### src/rtl/fns_seq_encoder.sv
// fns_seq_encoder: greedy FNS encoder, one TSV per clock MSB first; faulty/unused TSVs stay 0.
// Optional adjacency checker enabled by defining FNS_ENC_ADJ_CHECK_EN.
module fns_seq_encoder #(
    parameter int N  = 9,
    parameter int DW = 6,
    parameter int WW = 7
) (
    input  logic            clk,
    input  logic            rst,
    input  logic [N-1:0]    en_flag,
    input  logic [N*WW-1:0] weights,
    input  logic [DW-1:0]   in_data,
    input  logic            in_valid,
    output logic            in_ready,
    output logic [N-1:0]    code,
    output logic            overflow,
    output logic            code_err,
    output logic            out_valid,
    input  logic            out_ready
);
    localparam int IW = $clog2(N);
    typedef enum logic [1:0] {IDLE, ENC, DONE} state_t;
    state_t state, state_n;
    logic [N-1:0] code_q, code_n, en_q, en_n;
    logic [N*WW-1:0] w_q, w_n;
    logic [WW:0] res_q, res_n, w_i;
    logic [IW-1:0] idx_q, idx_n;
    logic ovf_q, ovf_n, sel;
    assign w_i = {1'b0, w_q[int'(idx_q)*WW +: WW]};
    // zero weight never selects, so a disabled-by-weight position cannot eat residue
    assign sel = en_q[idx_q] && (w_i != '0) && (res_q >= w_i);
    assign in_ready = (state == IDLE);
    assign out_valid = (state == DONE);
    assign code = code_q;
    assign overflow = ovf_q;
`ifdef FNS_ENC_ADJ_CHECK_EN
    logic err_q, err_n, last_q, last_n;
    assign code_err = err_q;
`else
    assign code_err = 1'b0;
`endif
    always_comb begin
        state_n = state;
        code_n = code_q;
        en_n = en_q;
        w_n = w_q;
        res_n = res_q;
        idx_n = idx_q;
        ovf_n = ovf_q;
`ifdef FNS_ENC_ADJ_CHECK_EN
        err_n = err_q;
        last_n = last_q;
`endif
        unique case (state)
            IDLE: if (in_valid) begin
                res_n = (WW+1)'(in_data);
                en_n = en_flag;
                w_n = weights;
                code_n = '0;
                idx_n = IW'(N-1);
                ovf_n = 1'b0;
`ifdef FNS_ENC_ADJ_CHECK_EN
                err_n = 1'b0;
                last_n = 1'b0;
`endif
                state_n = ENC;
            end
            ENC: begin
                code_n[idx_q] = sel;
                res_n = sel ? res_q - w_i : res_q;
`ifdef FNS_ENC_ADJ_CHECK_EN
                // adjacency is judged only between enabled neighbours, skipping faulty TSVs
                if (en_q[idx_q]) begin
                    err_n = err_q | (sel & last_q);
                    last_n = sel;
                end
`endif
                if (idx_q == '0) begin
                    ovf_n = (res_n != '0);
                    state_n = DONE;
                end else begin
                    idx_n = idx_q - 1'b1;
                end
            end
            DONE: state_n = out_ready ? IDLE : DONE;
            default: state_n = IDLE;
        endcase
    end
    always_ff @(posedge clk) begin
        if (rst) begin
            state <= IDLE;
            code_q <= '0;
            en_q <= '0;
            w_q <= '0;
            res_q <= '0;
            idx_q <= IW'(N-1);
            ovf_q <= 1'b0;
`ifdef FNS_ENC_ADJ_CHECK_EN
            err_q <= 1'b0;
            last_q <= 1'b0;
`endif
        end else begin
            state <= state_n;
            code_q <= code_n;
            en_q <= en_n;
            w_q <= w_n;
            res_q <= res_n;
            idx_q <= idx_n;
            ovf_q <= ovf_n;
`ifdef FNS_ENC_ADJ_CHECK_EN
            err_q <= err_n;
            last_q <= last_n;
`endif
        end
    end
endmodule

### config.mk
export PLATFORM = sky130hd
export DESIGN_NAME = fns_seq_encoder
export DESIGN_NICKNAME = d
export VERILOG_FILES = /design/src/rtl/fns_seq_encoder.sv
export SDC_FILE = /design/constraint.sdc
export NUM_CORES = 1
export LEC_CHECK = 0
export ABC_AREA = 1
export BUFFER_PORTS_ARGS = -buffer_cell sky130_fd_sc_hd__buf_2
export CELL_PAD_IN_SITES_DETAIL_PLACEMENT = 0
export CELL_PAD_IN_SITES_GLOBAL_PLACEMENT = 1
export CORE_UTILIZATION = 44
export CTS_BUF_LIST = sky130_fd_sc_hd__clkbuf_4 sky130_fd_sc_hd__clkbuf_8
export CTS_CLUSTER_SIZE = 24
export DETAILED_ROUTE_END_ITERATION = 8
export GPL_TIMING_DRIVEN = 0
export PLACE_DENSITY_LB_ADDON = 0.25
export SLEW_MARGIN = 40
export SYNTH_ARGS = -nofsm -noshare
export SYNTH_HDL_FRONTEND = slang
export SYNTH_SLANG_ARGS = --single-unit
export TNS_END_PERCENT = 30
### constraint.sdc
create_clock -name clk -period 9.3 [get_ports clk]
set_input_delay 0.93 -clock clk [delete_from_list [all_inputs] [get_ports clk]]
set_output_delay 0.93 -clock clk [all_outputs]
set_load 0.005 [all_outputs]
==> summary.txt, run 1 <==
Cells and area
  • Layout cells sized above 1: 18.7%
  • Final nets: 905
  • Syn-to-layout area delta: 16.8%
  • Fin util: 52.6%
  • Ant diodes: 0

Timing
  • Final worst path period need: 3.71 ns
  • Period utilization: 39.9%
  • Slew @ Worst Pin: 0.673 ns
  • Setup tns final: 0 ns
  • F_max: 0.269 GHz
  • Final hold vios: 0
  • Slew Viols, Final: 0
  • RSZ-0062 raised after global routing: false
  • Worst Clk Skew: 0.0137 ns
  • Final setup vio count: 0
  • Slew HR: 55.1%

Setup path
  • Reg-to-reg startpoint: idx_q[0]$_SDFFE_PP0P_
  • Startpoint class of the critical path: register
  • Most frequent CP cell: nand2_1
  • CP peak stage delay: 0.48 ns
  • R2R setup slack: 5.59 ns
  • Worst R2R End: overflow$_SDFFE_PP0P_
  • Worst Setup Path Type: register to register
  • Worst path required time: 9.55 ns
  • FF-to-FF path depth: 25
  • Max FO, Critical Path: 10
  • Crit end category: register
  • CP max stage cell: dfxtp_1
  • Worst Path Arrival: 3.96 ns

Yosys
  • Mapped Cells: 706
  • Post-synth top flop: dfxtp_1
  • Async SR Flop Fraction: 0%
  • EDFF count, synth: 0
  • Most common cell in the netlist: nand2_1
  • Top cell type's share of synthesized area: 39.4%
  • Synth cell types: 37
  • Sequential-to-total area share from yosys stat: 39.4%
  • Synth cell count leaders: nand2_1 (124), nor2_1 (97), dfxtp_1 (96)
  • Yosys top cell by area: dfxtp_1
  • Warnings from Yosys: 0
  • Synth top area cells: dfxtp_1 (39%), nand2_1 (9.5%), o21ai_0 (8.0%)
  • Synth Cell Area: 4880 um2
  • Post-Syn Area per Cell: 6.92 um2
  • Synthesized net count: 801
  • FF+latch count, synth: 96

Placement
  • Port buffer count: 93
  • Hpwl dp: 10.2 mm
  • GP Congestion: 0.845

CTS
  • Post-CTS Resized: 0
  • Post-CTS setup buffers: 0
  • H-tree depth: 3
  • Clk sinks: 96
  • CTS buffer count: 9
  • Hold_buf cts: 0
  • Clock tree from TritonCTS: built
  • Worst skew pair latency: 0.37 ns
  • Reg clk slew, reported paths: 0.10 ns
  • Root buffer cell: clkbuf_8
  • CTS Buffer Depth: 2

Routing
  • Routed length on met1: 6.53 mm
  • DRT Pass-1 Iters: 5
  • Antenna-violating nets left: 0
  • Met3 WL: 683 um
  • DRC Markers: 0
  • Drt total wl: 13.4 mm
  • Vias: 4,777
  • Starting DRT DRC Count: 311
  • Met2 routed WL: 6.06 mm
  • Via density per instance: 5.00
  • WL/cell: 14.0 um
  • Highest routed layer: met4

Power
  • LEAKAGE: 2.62 nW
  • Worst VDD drop: 0.0906 mV
  • Power Density: 192 nW/um2
  • Tot Pwr: 1.10 mW

Hold path
  • WHS Path Cells: 2
  • Worst min path class: register to register
  • Critical hold path startpoint: w_q[8]$_SDFFE_PP0P_
  • Hold Path End: w_q[8]$_SDFFE_PP0P_

Global route
  • Largest net degree at the start of global routing: 16
  • Initial antenna violation count: 0
  • First-pass GRT wire length: 21.4 mm
  • Grt ovf: 0
  • Number of global-route vias before repair: 4,346
  • Total GRT Usage: 24.3%

Floorplan
  • IO Count: 95
  • Core ar.: 10,800 um2
  • DIE HEIGHT: 107 um
  • Chip width: 107 um
  • FP Rows: 38
  • Die area: 11,500 um2
  • Starting utilization of the core area: 45.0%

Run status
  • Status: finished, final reports clean

Job
  • Max cap viols: 0
-- power breakdown --
group	leakage, nW	internal [mW]	total (mW)	switching [mW]
combinational	1.74	0.132	0.365	0.232
sequential	0.793	0.448	0.467	0.0189
clock	0.0898	0.111	0.265	0.153
-- critical path, delay by kind of cell, from the launching register on --
| kind | cells | cell delay [ns] |
|---|---|---|
| adders and majority gates | 2 | 0.53 |
| AOI/OAI and AO/OA | 3 | 0.55 |
| and+or+nand+nor | 15 | 1.46 |
| DFF | 1 | 0.48 |
| buffers and inverters | 5 | 0.56 |
-- area by class of cell --
type | instances | area [um2]
well taps | 140 | 175
fillers | 1127 | 5140
flip-flops and latches | 96 | 1920
inverters | 76 | 285
repair buffers | 93 | 465
multi-input cells | 492 | 2450
clock inverters | 4 | 28.8
plain buffers | 42 | 224
clock buffers | 12 | 153
-- kinds of logic (layout without fill, tap and decap cells) --
family	Yosys count	after routing	share of synthesized area (%)
AND/OR/NAND/NOR	304	304	27.4
AO/OA/AOI/OAI	167	167	18.0
buffers and inverters	118	227	10.4
flip-flops	96	96	39.4
adder cells (fa/ha/maj)	13	13	3.49
XOR/XNOR	7	7	1.26
other	1	1	0.0768
-- per-stage QoR --
step / cells / setup slack, ns / hold WS, ns / instance area [um2]
after floorplan: 706 / 6.15 / 0.429 / 4880
after global placement: 939 / 5.67 / 0.439 / 5520
after detailed placement: 939 / 5.62 / 0.445 / 5520
after CTS: 955 / 5.60 / 0.458 / 5700
after global routing: 955 / 5.24 / 0.476 / 5700
final: 955 / 5.59 / 0.455 / 5700
-- worst max path at each step --
| stage | slack (ns) | endpoint | start | cells after the start |
|---|---|---|---|---|
| floorplan | 6.15 | overflow$_SDFFE_PP0P_ | idx_q[0]$_SDFFE_PP0P_ | 26 |
| global placement | 5.67 | overflow$_SDFFE_PP0P_ | idx_q[0]$_SDFFE_PP0P_ | 25 |
| detailed placement | 5.62 | overflow$_SDFFE_PP0P_ | idx_q[0]$_SDFFE_PP0P_ | 25 |
| CTS | 5.60 | overflow$_SDFFE_PP0P_ | idx_q[0]$_SDFFE_PP0P_ | 25 |
| global route | 5.24 | overflow$_SDFFE_PP0P_ | idx_q[0]$_SDFFE_PP0P_ | 25 |
| finish | 5.59 | overflow$_SDFFE_PP0P_ | idx_q[0]$_SDFFE_PP0P_ | 25 |
-- state kept, by name, summed over array words and instances (netlist names) --
signal	cells
res_q	8
code	9
w_q	63
idx_q	4
overflow	1
state	2
en_q	9
-- per-layer routing --
| layer | track usage, % | up-vias |
|---|---|---|
| li1 | - | 2484 |
| met4 | 5.58 | 0 |
| met5 | 0 | - |
| met3 | 4.18 | 10 |
| met1 | 33.1 | 2173 |
| met2 | 40.0 | 110 |
-- layout by cell type, fill, tap and decap left out, types with 12 or more instances in the layout --
cell / synthesis / routed
nor2_1: 97 / 97
inv_1: 73 / 73
buf_2: 5 / 98
nand2_1: 124 / 124
ha_1: 12 / 12
clkbuf_1: 27 / 27
a21oi_1: 65 / 65
o21ai_0: 78 / 78
nand3_1: 44 / 44
dfxtp_1: 96 / 96
Power figures use the tool's default switching activity.
==> inputs of run 2 (changes only) <==
--- a/config.mk
+++ b/config.mk
@@ -9,7 +9,7 @@
 export BUFFER_PORTS_ARGS = -buffer_cell sky130_fd_sc_hd__buf_2
 export CELL_PAD_IN_SITES_DETAIL_PLACEMENT = 0
 export CELL_PAD_IN_SITES_GLOBAL_PLACEMENT = 1
-export CORE_UTILIZATION = 44
+export CORE_UTILIZATION = 37
 export CTS_BUF_LIST = sky130_fd_sc_hd__clkbuf_4 sky130_fd_sc_hd__clkbuf_8
 export CTS_CLUSTER_SIZE = 24
 export DETAILED_ROUTE_END_ITERATION = 8
==> constraint.sdc (replaced) <==
create_clock -name clk -period 3.2 [get_ports clk]
set_input_delay 0.32 -clock clk [delete_from_list [all_inputs] [get_ports clk]]
set_output_delay 0.32 -clock clk [all_outputs]
set_load 0.005 [all_outputs]
==> summary.txt, run 2 (synthesis results as in run 1) <==
Power
  • Worst VDD drop: 0.199 mV (was 0.0906 mV)
  • Tot Pwr: 3.46 mW (was 1.10 mW)
  • Power Density: 563 nW/um2 (was 192 nW/um2)
  • Switching share of power: 36.9% (about the same)
  • Sequential Power Share: 39.4% (was 42.6%)
  • LEAKAGE: 2.80 nW (was 2.62 nW)
  • Int Power: 2.18 mW (was 692 uW)
  • Combinational group share of total power: 37.6% (was 33.2%)
  • Switching Power: 1.28 mW (was 404 uW)
  • Clock power frac: 23.0% (was 24.1%)

Setup path
  • Startpoint class of the critical path: register (unchanged)
  • Worst Path Arrival: 3.33 ns (was 3.96 ns)
  • Worst path required time: 3.46 ns (was 9.55 ns)
  • Worst Setup Path Type: register to register (unchanged)
  • CP max stage cell: dfxtp_4 (was dfxtp_1)
  • Max FO, Critical Path: 21 (was 10)
  • CP peak stage delay: 0.42 ns (was 0.48 ns)
  • Crit end category: register (unchanged)
  • Most frequent CP cell: nand2_1 (unchanged)

Global route
  • Total GRT Usage: 22.3% (was 24.3%)
  • Met2 Use GR: 36.0% (was 40.0%)
  • GR Layer Usage met1: 30.5% (was 33.1%)
  • First-pass GRT wire length: 22.8 mm (was 21.4 mm)
  • Number of global-route vias before repair: 4,525 (was 4,346)
  • Grt ovf: 0 (unchanged)
  • GR peak layer: met2 (unchanged)
  • GRT met3 Usage: 3.09% (was 4.18%)
  • Initial antenna violation count: 0 (unchanged)
  • Largest net degree at the start of global routing: 22 (was 16)

Cells and area
  • Biggest register: w_q (unchanged)
  • Layout cells sized above 1: 23.9% (was 18.7%)
  • Max reg flops: 63 (unchanged)
  • Final nets: 924 (was 905)
  • Syn-to-layout area delta: 26.0% (was 16.8%)
  • Ant diodes: 0 (unchanged)
  • Fin util: 48.3% (was 52.6%)
  • Commonest non-fill, non-tap cells in the layout: nand2_1 (119), nor2_1 (95), buf_2 (95) (was nand2_1 (124), buf_2 (98), nor2_1 (97))
  • Commonest non-fill, non-tap cell in the layout: nand2_1 (unchanged)

Timing
  • Setup slack after layout: 0.126 ns (was 5.59 ns)
  • Final worst path period need: 3.07 ns (was 3.71 ns)
  • Slew Viols, Final: 0 (unchanged)
  • Period utilization: 96.1% (was 39.9%)
  • Final setup vio count: 0 (unchanged)
  • Final hold vios: 0 (unchanged)
  • Slew HR: 54.9% (was 55.1%)
  • Setup tns final: 0 ns (unchanged)
  • Worst Clk Skew: 0.00957 ns (was 0.0137 ns)
  • F_max: 0.325 GHz (was 0.269 GHz)
  • RSZ-0062 raised after global routing: true (was false)
  • Slew @ Worst Pin: 0.674 ns (was 0.673 ns)

CTS
  • CTS buffer count: 9 (unchanged)
  • Clk sinks: 96 (unchanged)
  • Reg clk slew, reported paths: 0.09 ns (was 0.10 ns)
  • Hold_buf cts: 0 (unchanged)
  • Root buffer cell: clkbuf_8 (unchanged)
  • H-tree depth: 3 (unchanged)
  • CTS Buffer Depth: 2 (unchanged)
  • Worst skew pair latency: 0.39 ns (was 0.37 ns)
  • Clock tree from TritonCTS: built (unchanged)

Routing
  • Antenna-violating nets left: 0 (unchanged)
  • Via density per instance: 4.80 (was 5.00)
  • Vias: 4,826 (was 4,777)
  • DRT Pass-1 Iters: 5 (unchanged)
  • Starting DRT DRC Count: 208 (was 311)
  • DRC Markers: 0 (unchanged)
  • Drt total wl: 14.5 mm (was 13.4 mm)
  • WL/cell: 14.4 um (was 14.0 um)

Job
  • Max cap viols: 0 (unchanged)

Floorplan
  • Starting utilization of the core area: 38.4% (was 45.0%)
  • FP Rows: 41 (was 38)
  • IO Count: 95 (unchanged)
  • DIE HEIGHT: 117 um (was 107 um)
  • Die area: 13,700 um2 (was 11,500 um2)
  • Core ar.: 12,700 um2 (was 10,800 um2)
  • Chip width: 117 um (was 107 um)

Placement
  • Port buffer count: 93 (unchanged)
  • Pre-CTS WS: -0.511 ns (was 5.62 ns)
  • Hpwl dp: 10.8 mm (was 10.2 mm)
  • GP Congestion: 0.855 (was 0.845)

Run status
  • Status: finished, final reports clean (unchanged)

Hold path
  • Worst min path class: input pin to register (was register to register)
[run 2: cell types whose count changed in the layout (fill, tap and decap cells not counted), sizes merged]
cell and delta:
buf +18, clkinv +1, clkinvlp -1, clkbuf +1
[run 2: per-stage QoR]
step	instance area, um2	std cells	hold WS, ns
global placement	5560	971	0.438
finish	6150	1006	0.163
floorplan	4880	706	0.398
global route	6150	1006	0.177
CTS	5860	994	0.156
detailed placement	5560	971	0.448
[run 2: routing by layer]
layer	routed length [um]	share of wire [%]
met1	7210	50
met2	6440	44
met3	633	4.4
met4	244	1.7
met5	0	0
[run 2: power by group through the flow]
| stage | Sequential (mW) | Clock (mW) | Combinational [mW] |
|---|---|---|---|
| after global routing | 1.38 | 0.862 | 1.45 |
| after CTS | 1.36 | 0.808 | 1.15 |
| final | 1.36 | 0.795 | 1.30 |
| after detailed placement | 1.39 | 0 | 1.07 |
| after global placement | 1.38 | 0 | 1.04 |
| after floorplan | 1.37 | 0 | 0.786 |
[run 2: final cells by class]
class	count	area [um2]
sequential	96	1930
clock buffer	12	165
multi-input combinational	492	2610
buffer	40	249
fill	1380	6570
clock inverter	4	26.3
tap	172	215
timing repair buffer	114	661
inverter	76	293
[run 2: worst paths after layout]
check | from | end | slack (ns) | cells after the start
max | idx_q[0]$_SDFFE_PP0P_ | overflow$_SDFFE_PP0P_ | 0.13 | 25
min | rst | code[7]$_SDFFE_PP0P_ | 0.16 | 2
max reg2reg | idx_q[0]$_SDFFE_PP0P_ | overflow$_SDFFE_PP0P_ | 0.13 | 25
min reg2reg | w_q[39]$_SDFFE_PP0P_ | w_q[39]$_SDFFE_PP0P_ | 0.46 | 2
[run 2: timing repair]
| item | CTS | global route |
|---|---|---|
| gates cloned | 0 | 1 |
| resized for setup | 18 | 38 |
| setup buffers | 9 | 11 |
| endpoints found under the setup margin | 17 | 17 |
| pin swaps | 8 | 14 |
[run 2: critical path, delay by kind of cell, from the launching register on]
| family | cells | cell delay (ns) |
|---|---|---|
| fa+ha+maj | 2 | 0.50 |
| compound gates | 3 | 0.36 |
| flops | 1 | 0.42 |
| simple gates | 15 | 1.21 |
| buf+inv | 5 | 0.44 |
